==> config.mk <==
export PLATFORM = sky130hd
export DESIGN_NAME = seven_segment_scan
export DESIGN_NICKNAME = d
export VERILOG_FILES = /design/src/rtl/seg_pkg.sv /design/src/rtl/seg_code_decode.sv /design/src/rtl/seven_segment_scan.sv
export SDC_FILE = /design/constraint.sdc
export NUM_CORES = 1
export LEC_CHECK = 0
export BUFFER_PORTS_ARGS = -buffer_cell sky130_fd_sc_hd__buf_2
export CAP_MARGIN = 10
export CORE_MARGIN = 1
export CORE_UTILIZATION = 50
export CTS_CLUSTER_SIZE = 12
export DETAILED_ROUTE_END_ITERATION = 7
export GPL_TIMING_DRIVEN = 0
export PLACE_DENSITY = 0.76
export SLEW_MARGIN = 20
export SYNTH_ARGS = -nofsm -noshare
export SYNTH_HDL_FRONTEND = slang
export SYNTH_SLANG_ARGS = --single-unit
==> constraint.sdc <==
create_clock -name clk -period 2.59 [get_ports clk]
set_input_delay 0.1295 -clock clk [delete_from_list [all_inputs] [get_ports clk]]
set_output_delay 0.1295 -clock clk [all_outputs]
set_load 0.02 [all_outputs]
==> src/rtl/seg_pkg.sv <==
// Shared constants for the seven-segment scan driver: segment patterns,
// special glyph codes and the per-slot FSM state encoding.
package seg_pkg;

   // Segment order {g,f,e,d,c,b,a}, active-low.
   localparam logic [6:0] SEG_BLANK = 7'h7F;
   localparam logic [6:0] SEG_DASH  = 7'h3F;
   localparam logic [6:0] SEG_UNDER = 7'h77;
   localparam logic [6:0] SEG_O     = 7'h23;

   localparam logic [4:0] CODE_BLANK = 5'h10;
   localparam logic [4:0] CODE_DASH  = 5'h11;
   localparam logic [4:0] CODE_UNDER = 5'h12;
   localparam logic [4:0] CODE_O     = 5'h13;

   typedef enum logic {
      BLANK = 1'b0,
      PWM   = 1'b1
   } state_e;

endpackage

==> src/rtl/seg_code_decode.sv <==
// Combinational 5-bit digit code to active-low {g,f,e,d,c,b,a} segments.
// Codes 0x00-0x0F are hex digits, 0x11-0x13 are glyphs, everything else is dark.
module seg_code_decode
   import seg_pkg::*;
(
   input  logic [4:0] code_i,
   output logic [6:0] seg_o
);

   always_comb begin
      seg_o = SEG_BLANK;
      case (code_i)
         5'h00: seg_o = 7'h40;
         5'h01: seg_o = 7'h79;
         5'h02: seg_o = 7'h24;
         5'h03: seg_o = 7'h30;
         5'h04: seg_o = 7'h19;
         5'h05: seg_o = 7'h12;
         5'h06: seg_o = 7'h02;
         5'h07: seg_o = 7'h78;
         5'h08: seg_o = 7'h00;
         5'h09: seg_o = 7'h10;
         5'h0A: seg_o = 7'h08;
         5'h0B: seg_o = 7'h03;
         5'h0C: seg_o = 7'h46;
         5'h0D: seg_o = 7'h21;
         5'h0E: seg_o = 7'h06;
         5'h0F: seg_o = 7'h0E;
         CODE_BLANK: seg_o = SEG_BLANK;
         CODE_DASH:  seg_o = SEG_DASH;
         CODE_UNDER: seg_o = SEG_UNDER;
         CODE_O:     seg_o = SEG_O;
         default:    seg_o = SEG_BLANK;
      endcase
   end

endmodule

==> src/rtl/seven_segment_scan.sv <==
// Multiplexed N-digit common-anode driver: per-slot blanking gap, PWM brightness,
// inputs snapshotted once per frame; all pins registered (one cycle behind the FSM).
module seven_segment_scan
   import seg_pkg::*;
#(
   parameter int N_DIGITS  = 4,
   parameter int BLANK_CYC = 64,
   parameter int DIV_STEP  = 256,
   parameter int BR_W      = 3
)(
   input  logic                  clk,
   input  logic                  rst,
   input  logic [5*N_DIGITS-1:0] digits_in,
   input  logic [N_DIGITS-1:0]   dp_in,
   input  logic [N_DIGITS-1:0]   digit_en,
   input  logic [BR_W-1:0]       brightness,
   output logic [N_DIGITS-1:0]   AN,
   output logic [6:0]            seven_out,
   output logic                  dp_out,
   output logic                  frame_done
);

   localparam int CNT_MAX = (BLANK_CYC > DIV_STEP) ? BLANK_CYC : DIV_STEP;
   localparam int CNT_W   = (CNT_MAX > 1) ? $clog2(CNT_MAX) : 1;
   localparam int SLOT_W  = (N_DIGITS > 1) ? $clog2(N_DIGITS) : 1;

   state_e                state_q, state_d;
   logic [SLOT_W-1:0]     slot_q, slot_d;
   logic [CNT_W-1:0]      cnt_q, cnt_d;
   logic [BR_W-1:0]       level_q, level_d;
   logic                  first_q;
   logic                  snap, frame_end;

   logic [5*N_DIGITS-1:0] dig_sh_q;
   logic [N_DIGITS-1:0]   dp_sh_q, en_sh_q;
   logic [BR_W-1:0]       br_sh_q;

   logic [N_DIGITS-1:0]   an_q, an_d;
   logic [6:0]            seg_q, seg_d, seg_dec;
   logic                  dp_q, dp_d, fd_q;
   logic [4:0]            code_mux;
   logic                  lit;

   // The first edge after reset only opens frame 0 (snapshot) without counting a blank cycle.
   always_comb begin
      state_d   = state_q;
      slot_d    = slot_q;
      cnt_d     = cnt_q;
      level_d   = level_q;
      snap      = 1'b0;
      frame_end = 1'b0;
      if (first_q) begin
         snap = 1'b1;
      end else begin
         case (state_q)
            BLANK: begin
               if (cnt_q == CNT_W'(BLANK_CYC - 1)) begin
                  state_d = PWM;
                  cnt_d   = '0;
                  level_d = '0;
               end else begin
                  cnt_d = cnt_q + 1'b1;
               end
            end
            PWM: begin
               if (cnt_q == CNT_W'(DIV_STEP - 1)) begin
                  cnt_d = '0;
                  if (level_q == '1) begin
                     state_d = BLANK;
                     if (slot_q == SLOT_W'(N_DIGITS - 1)) begin
                        slot_d    = '0;
                        snap      = 1'b1;
                        frame_end = 1'b1;
                     end else begin
                        slot_d = slot_q + 1'b1;
                     end
                  end else begin
                     level_d = level_q + 1'b1;
                  end
               end else begin
                  cnt_d = cnt_q + 1'b1;
               end
            end
            default: state_d = BLANK;
         endcase
      end
   end

   always_comb begin
      code_mux = dig_sh_q[5*int'(slot_q) +: 5];
      lit      = (state_q == PWM) && (level_q < br_sh_q) && en_sh_q[slot_q];
      an_d     = '1;
      seg_d    = SEG_BLANK;
      dp_d     = 1'b1;
      if (lit) begin
         an_d  = ~(N_DIGITS'(1) << slot_q);
         seg_d = seg_dec;
         dp_d  = ~dp_sh_q[slot_q];
      end
   end

   seg_code_decode u_decode (
      .code_i (code_mux),
      .seg_o  (seg_dec)
   );

   always_ff @(posedge clk or negedge rst) begin
      if (!rst) begin
         state_q  <= BLANK;
         slot_q   <= '0;
         cnt_q    <= '0;
         level_q  <= '0;
         first_q  <= 1'b1;
         dig_sh_q <= '0;
         dp_sh_q  <= '0;
         en_sh_q  <= '0;
         br_sh_q  <= '0;
         an_q     <= '1;
         seg_q    <= SEG_BLANK;
         dp_q     <= 1'b1;
         fd_q     <= 1'b0;
      end else begin
         state_q <= state_d;
         slot_q  <= slot_d;
         cnt_q   <= cnt_d;
         level_q <= level_d;
         first_q <= 1'b0;
         if (snap) begin
            dig_sh_q <= digits_in;
            dp_sh_q  <= dp_in;
            en_sh_q  <= digit_en;
            br_sh_q  <= brightness;
         end
         an_q  <= an_d;
         seg_q <= seg_d;
         dp_q  <= dp_d;
         fd_q  <= frame_end;
      end
   end

   assign AN         = an_q;
   assign seven_out  = seg_q;
   assign dp_out     = dp_q;
   assign frame_done = fd_q;

endmodule

# After elaboration in Yosys (flattened, before gate mapping)
# Memories as Yosys holds them, arrays and structs flattened.
# Cells that the tools add are included.
# Widths: inputs -> output; s select.
[classes]
reduce_logical = 4
n_addsub = 3
eq_ne = 7
n_lt_le_gt_ge = 2
multipliers = 1
shift = 2
n_mux = 25
bitwise_logic = 4
[ops]
columns = ["operator", "count"]
rows = [
  ["$shiftx 20x6->5", 1],
  ["$mux 8", 2],
  ["$pmux 8 s2", 1],
  ["$mux 1", 12],
  ["$mux 3", 3],
  ["$add 8x1->8 const B", 1],
  ["$eq 8x6->1 const B", 1],
  ["$eq 8x8->1 const B", 1],
  ["$reduce_and 4->1", 2],
  ["$mux 7", 1],
  ["$pmux 3 s2", 1],
  ["$mul 3x2->5 const A", 1],
  ["$bmux 1 s2", 2],
  ["$mux 4", 1],
  ["$ne 2x2->1 const B", 2],
  ["$not 4->4", 1],
  ["$shl 1x2->4 const A", 1],
  ["$add 3x1->3 const B", 1],
  ["$eq 3x3->1 const B", 1],
  ["$lt 2x3->1 const B", 1],
  ["$lt 3x3->1", 1],
  ["$not 1->1", 3],
  ["$add 2x1->2 const B", 1],
  ["$eq 2x2->1 const B", 1],
  ["other kinds (4)", 5],
]
[totals]
in_bits = 33
elab_cells = 62
memories = 1
output_inout_bits = 13
regBits = 59
rom_bits = 224
[mem_list]
columns = ["name", "depth", "word_bits", "rd", "rd_clocked_by_memory_dff", "wr", "line_no", "source"]
rows = [
  ["(name not given)", 32, 7, 1, 0, 0, "seg_code_decode.sv:12", "case (code_i)"],
]

# Longest topological paths before layout
[depth]
word_depth = 6
mapped_depth = 8
depth_no_buf = 7

# Cells and area by module
# From an unflattened synthesis, not the netlist that was laid out.
[hier_totals]
hier_cells = 245
hier_area_um2 = 2972.9
[modules_own_cells]
columns = ["module", "cells_per_inst", "seq_area_each_um2", "area_each_um2", "n_inst"]
rows = [
  ["seven_segment_scan", 196, 1492.7, 2620.0, 1],
  ["seg_code_decode", 49, 0.0, 352.8, 1],
]

# Least setup slack after synthesis
# Ideal clock, no wire load.
[synth_path]
kind = "register to register"
startpoint = "register slot_q[0]"
endpoint = "register seg_q[3], in the netlist seven_out[3]"
setup_slack_ps = 452
required_time_ps = 2489
path_buffers = 1
synth_period_minus_slack_ps = 2138
path_stages_with_launch = 7
setup_time_ps = 101
arrival_time_ps = 2037
cell_sequence = "dfrtp_1 -> buf_6 -> mux4_1 -> ha_1 -> mux2_1 -> o32ai_1 -> o21ai_1"
[synth_via]
elab_chain_cells = 4
word_cells_on_any_way = 7
classes_between = "mul (1); shift (1); mux (3); reduce/logical (1); memory (1)"
[synth_lines]
columns = ["item", "line_no", "source"]
rows = [
  ["from (decl)", "seven_segment_scan.sv:28", "logic [SLOT_W-1:0] slot_q, slot_d;"],
  ["from (signal assigned)", "seven_segment_scan.sv:124", "slot_q <= slot_d;"],
  ["$mul 3x2->5 / $bmux 1 s2 (equally long branches)", "seven_segment_scan.sv:90, seven_segment_scan.sv:91", ""],
  ["$shiftx 20x6->5 / $mux 1 (equally long branches)", "seven_segment_scan.sv:90, seven_segment_scan.sv:91", ""],
  ["$mem_v2 32x7 / $logic_and 1x1->1 (equally long branches)", "-", ""],
  ["$mux 7 *", "seven_segment_scan.sv:95", "if (lit) begin"],
  ["via seg_d[3]", "seven_segment_scan.sv:39", "logic [6:0] seg_q, seg_d, seg_dec;"],
  ["to (signal assigned)", "seven_segment_scan.sv:135", "seg_q <= seg_d;"],
  ["to (decl)", "seven_segment_scan.sv:39", ""],
]
# The timed path passes the listed nets; every way through them passes the cells marked *. The select of a mux whose other input is x is not followed.
# A chain may end at the register's enable or synchronous reset.

# Final worst setup path
# Same ends and word-level chain as after synthesis.

==> impl_metrics.ini <==
[clock_network]
ctsHtreeMaxLevel = 3
clock_sinks = 59
post_cts_buffers = 0
clkLatencyLatePin_ns = 0.33
clk_pin_slew_ns = 0.07
cts_root_buffer = clkbuf_8
numCtsBuffers = 9
clk_path_buf_depth = 2
cts_tree = built

[power_and_ir_drop]
internal_power_uw = 1720
pwr-share-seq_pct = 47.5
sw_frac_of_total_pct = 24.4
comb_power_share_pct = 13.7
clkPwrFrac_pct = 38.8
p_switching_uw = 553
p_per_area_nw_per_um2 = 651
ir_drop_uv = 341
leakage_uw = 0.00160

[cells_and_area]
area_delta_synth_final_pct = 18.2
final_nets = 333
seqCellArea_um2 = 1490
antennaDiodeCount = 0
finalNonFillerCells = 360
drive_above_1_share_pct = 43.8
nFillCells = 477
multiInputGateArea_um2 = 1350

[sta]
drv_slew = 0
fin_skew_ns = 0.0133
slew_headroom_pct = 51.3
finalHoldViolCount = 0
worst_slew_pin_slew_ns = 0.730
layout_min_cycle_time_ns = 2.34
tns_ns = 0
fmax_mhz = 427
min_period_over_period_pct = 90.5
final-setup-viol-count = 0
rsz0062_at_grt = no

[synthesis]
synth_nets = 276
netlist_area_um2 = 2950
yosysSeqAreaShare_pct = 50.6
synth.cells.most_frequent = dfrtp_1 (46), mux2_2 (32), ha_1 (16)
syn_inst = 227
synth.distinct_cells = 51
yosysTopAreaCell = dfrtp_1
yosysWarnings = 0
yosys.cell_count.top_type = dfrtp_1
synth_edf_count = 0
ys_top_cells_by_area = dfrtp_1 (39%), mux2_2 (12%), dfstp_2 (12%)
syn_avg_cell_area_um2 = 13.0
synth-seq-cells = 59
synthArstFlopShare_pct = 100
yosysTopAreaCellShare_pct = 39.0
synth-main-ff-cell = dfrtp_1

[drt]
via_count = 1925
drc = 0
drt_wl_total_um = 5440
first_pass_iters = 4
drtIter0Drc = 82
ant_nets = 0
vias_per_cell = 5.35
wl_per_cell_um = 15.1

[setup_path]
slowest_stage = mux4_2
arrival_ns = 2.56
max_stage_delay_ns = 0.63
worstSetupEndpointType = register
regToRegEndpoint = seven_out[3]
path_max_fanout = 9
path_cells = buf_6 > mux4_2 > ha_1 > mux2_1 > o32ai_1 > o21ai_1
worstRegToRegCells = 6
start_kind = register
r2r-start = slot_q[0]
crit_type = register to register
crit_required_ns = 2.80
r2r_slack_ns = 0.25

[hold_path]
hold_path_class = input pin to register
min_to = dig_sh_q[13]
whs_path_depth = 2
min-delay-start = digits_in[13]

[global_route]
gr-usage-all-layers_pct = 19.7
grt_max_degree = 60
grt_pass1_wl_um = 9130
overflow = 0
grt_pass1_vias = 1948
antenna_found_initial = 0

[place]
dp_hpwl_um = 3810
dp_cells = 344
gp_congestion = 0.821
port_buffers = 45

[die]
io_pins = 46
die_width_um = 78.8
initial_utilization_pct = 52.6
rows = 27
dieArea_um2 = 6210
die_y_um = 78.8
core_area_um2 = 5610

[job]
max-cap-violations = 0

[status]
status = complete, no violations
through the flow:
step | cell area [µm²] | setup WS (ns) | utilization [%] | total power (µW) | hold slack (ns)
after global routing | 3490 | 0.102 | 62.2 | 2380 | 0.0102
after CTS | 3490 | 0.149 | 62.2 | 2290 | 0.0115
after detailed placement | 3270 | 0.197 | 58.3 | 1400 | 0.241
after floorplan | 2950 | 0.452 | - | 1300 | -0.166
final | 3490 | 0.246 | 62.2 | 2270 | 0.0221
after global placement | 3270 | 0.234 | 58.2 | 1390 | 0.346
cells in the final DEF (no fill, tap or decap), types with 3 or more instances in the layout:
| master | n |
|---|---|
| nand2_1 | 15 |
| ha_1 | 16 |
| dfrtp_1 | 46 |
| a21o_1 | 3 |
| o211ai_1 | 3 |
| nor2_1 | 12 |
| nand3_1 | 5 |
| mux2_1 | 4 |
| dfstp_2 | 13 |
| mux4_2 | 5 |
| nor3_1 | 5 |
| clkbuf_8 | 13 |
| buf_2 | 46 |
| mux2_2 | 32 |
| xor2_1 | 3 |
| inv_1 | 9 |
| buf_4 | 5 |
what timing repair did:
action | 4_1_cts | 5_1_grt
gates resized for setup | 0 | 1
hold buffers | 1 | 0
hold endpoints to repair | 46 | 0
endpoints found under the setup margin | 0 | 1
power by group through the flow:
stage	logic, µW	registers (µW)	clock network (µW)
after floorplan	223	1080	0
after global placement	299	1090	0
after detailed placement	311	1090	0
after CTS	315	1080	901
after global routing	349	1090	941
final	312	1080	881
routing by layer:
layer  wire (µm)  GRT usage [%]  vias up
met5           0              0        -
met4          89           10.9        0
met3         190           3.91        6
met2        2640           30.7       41
met1        2520           25.9      951
li1            -              -      927
how the worst max path moves through the flow:
stage	endpoint	startpoint
CTS	seven_out[3]	slot_q[0]
detailed placement	seven_out[3]	slot_q[0]
global placement	seven_out[3]	slot_q[0]
finish	seven_out[3]	slot_q[0]
floorplan	seven_out[3]	slot_q[0]
global route	seven_out[3]	slot_q[0]
sequential cells by signal (all words and copies together), names as in the netlist:
signal / cells
cnt_q: 8
en_sh_q: 4
dp_sh_q: 4
seven_out: 7
AN: 4
first_q: 1
slot_q: 2
frame_done: 1
state_q: 1
dp_out: 1
dig_sh_q: 20
br_sh_q: 3
level_q: 3
cell type report:
type,instances,share of cell area [%]
Buffer,10,2.05
Multi-Input combinational cell,149,38.7
Sequential cell,59,42.8
Clock buffer,14,5.24
Inverter,9,0.969
Tap cell,72,2.58
Timing Repair Buffer,46,6.82
Clock inverter,1,0.861
critical path: cells and delay by family (launching register included):
kind / cells / cell delay [ns]
multiplexers: 2 / 0.95
AO/OA/AOI/OAI: 2 / 0.42
flip-flops: 1 / 0.39
buffers and inverters: 1 / 0.18
adder cells (fa/ha/maj): 1 / 0.29
cells by family after synthesis:
| kind of cell | synth area share [%] |
|---|---|
| compound gates | 6.66 |
| xor+xnor | 1.48 |
| fa+ha+maj | 6.79 |
| buf+inv | 3.56 |
| flops | 50.6 |
| mux | 20.7 |
| other cells | 0.127 |
| simple gates | 10.1 |
Note: power is estimated with default switching activity, not from simulation.
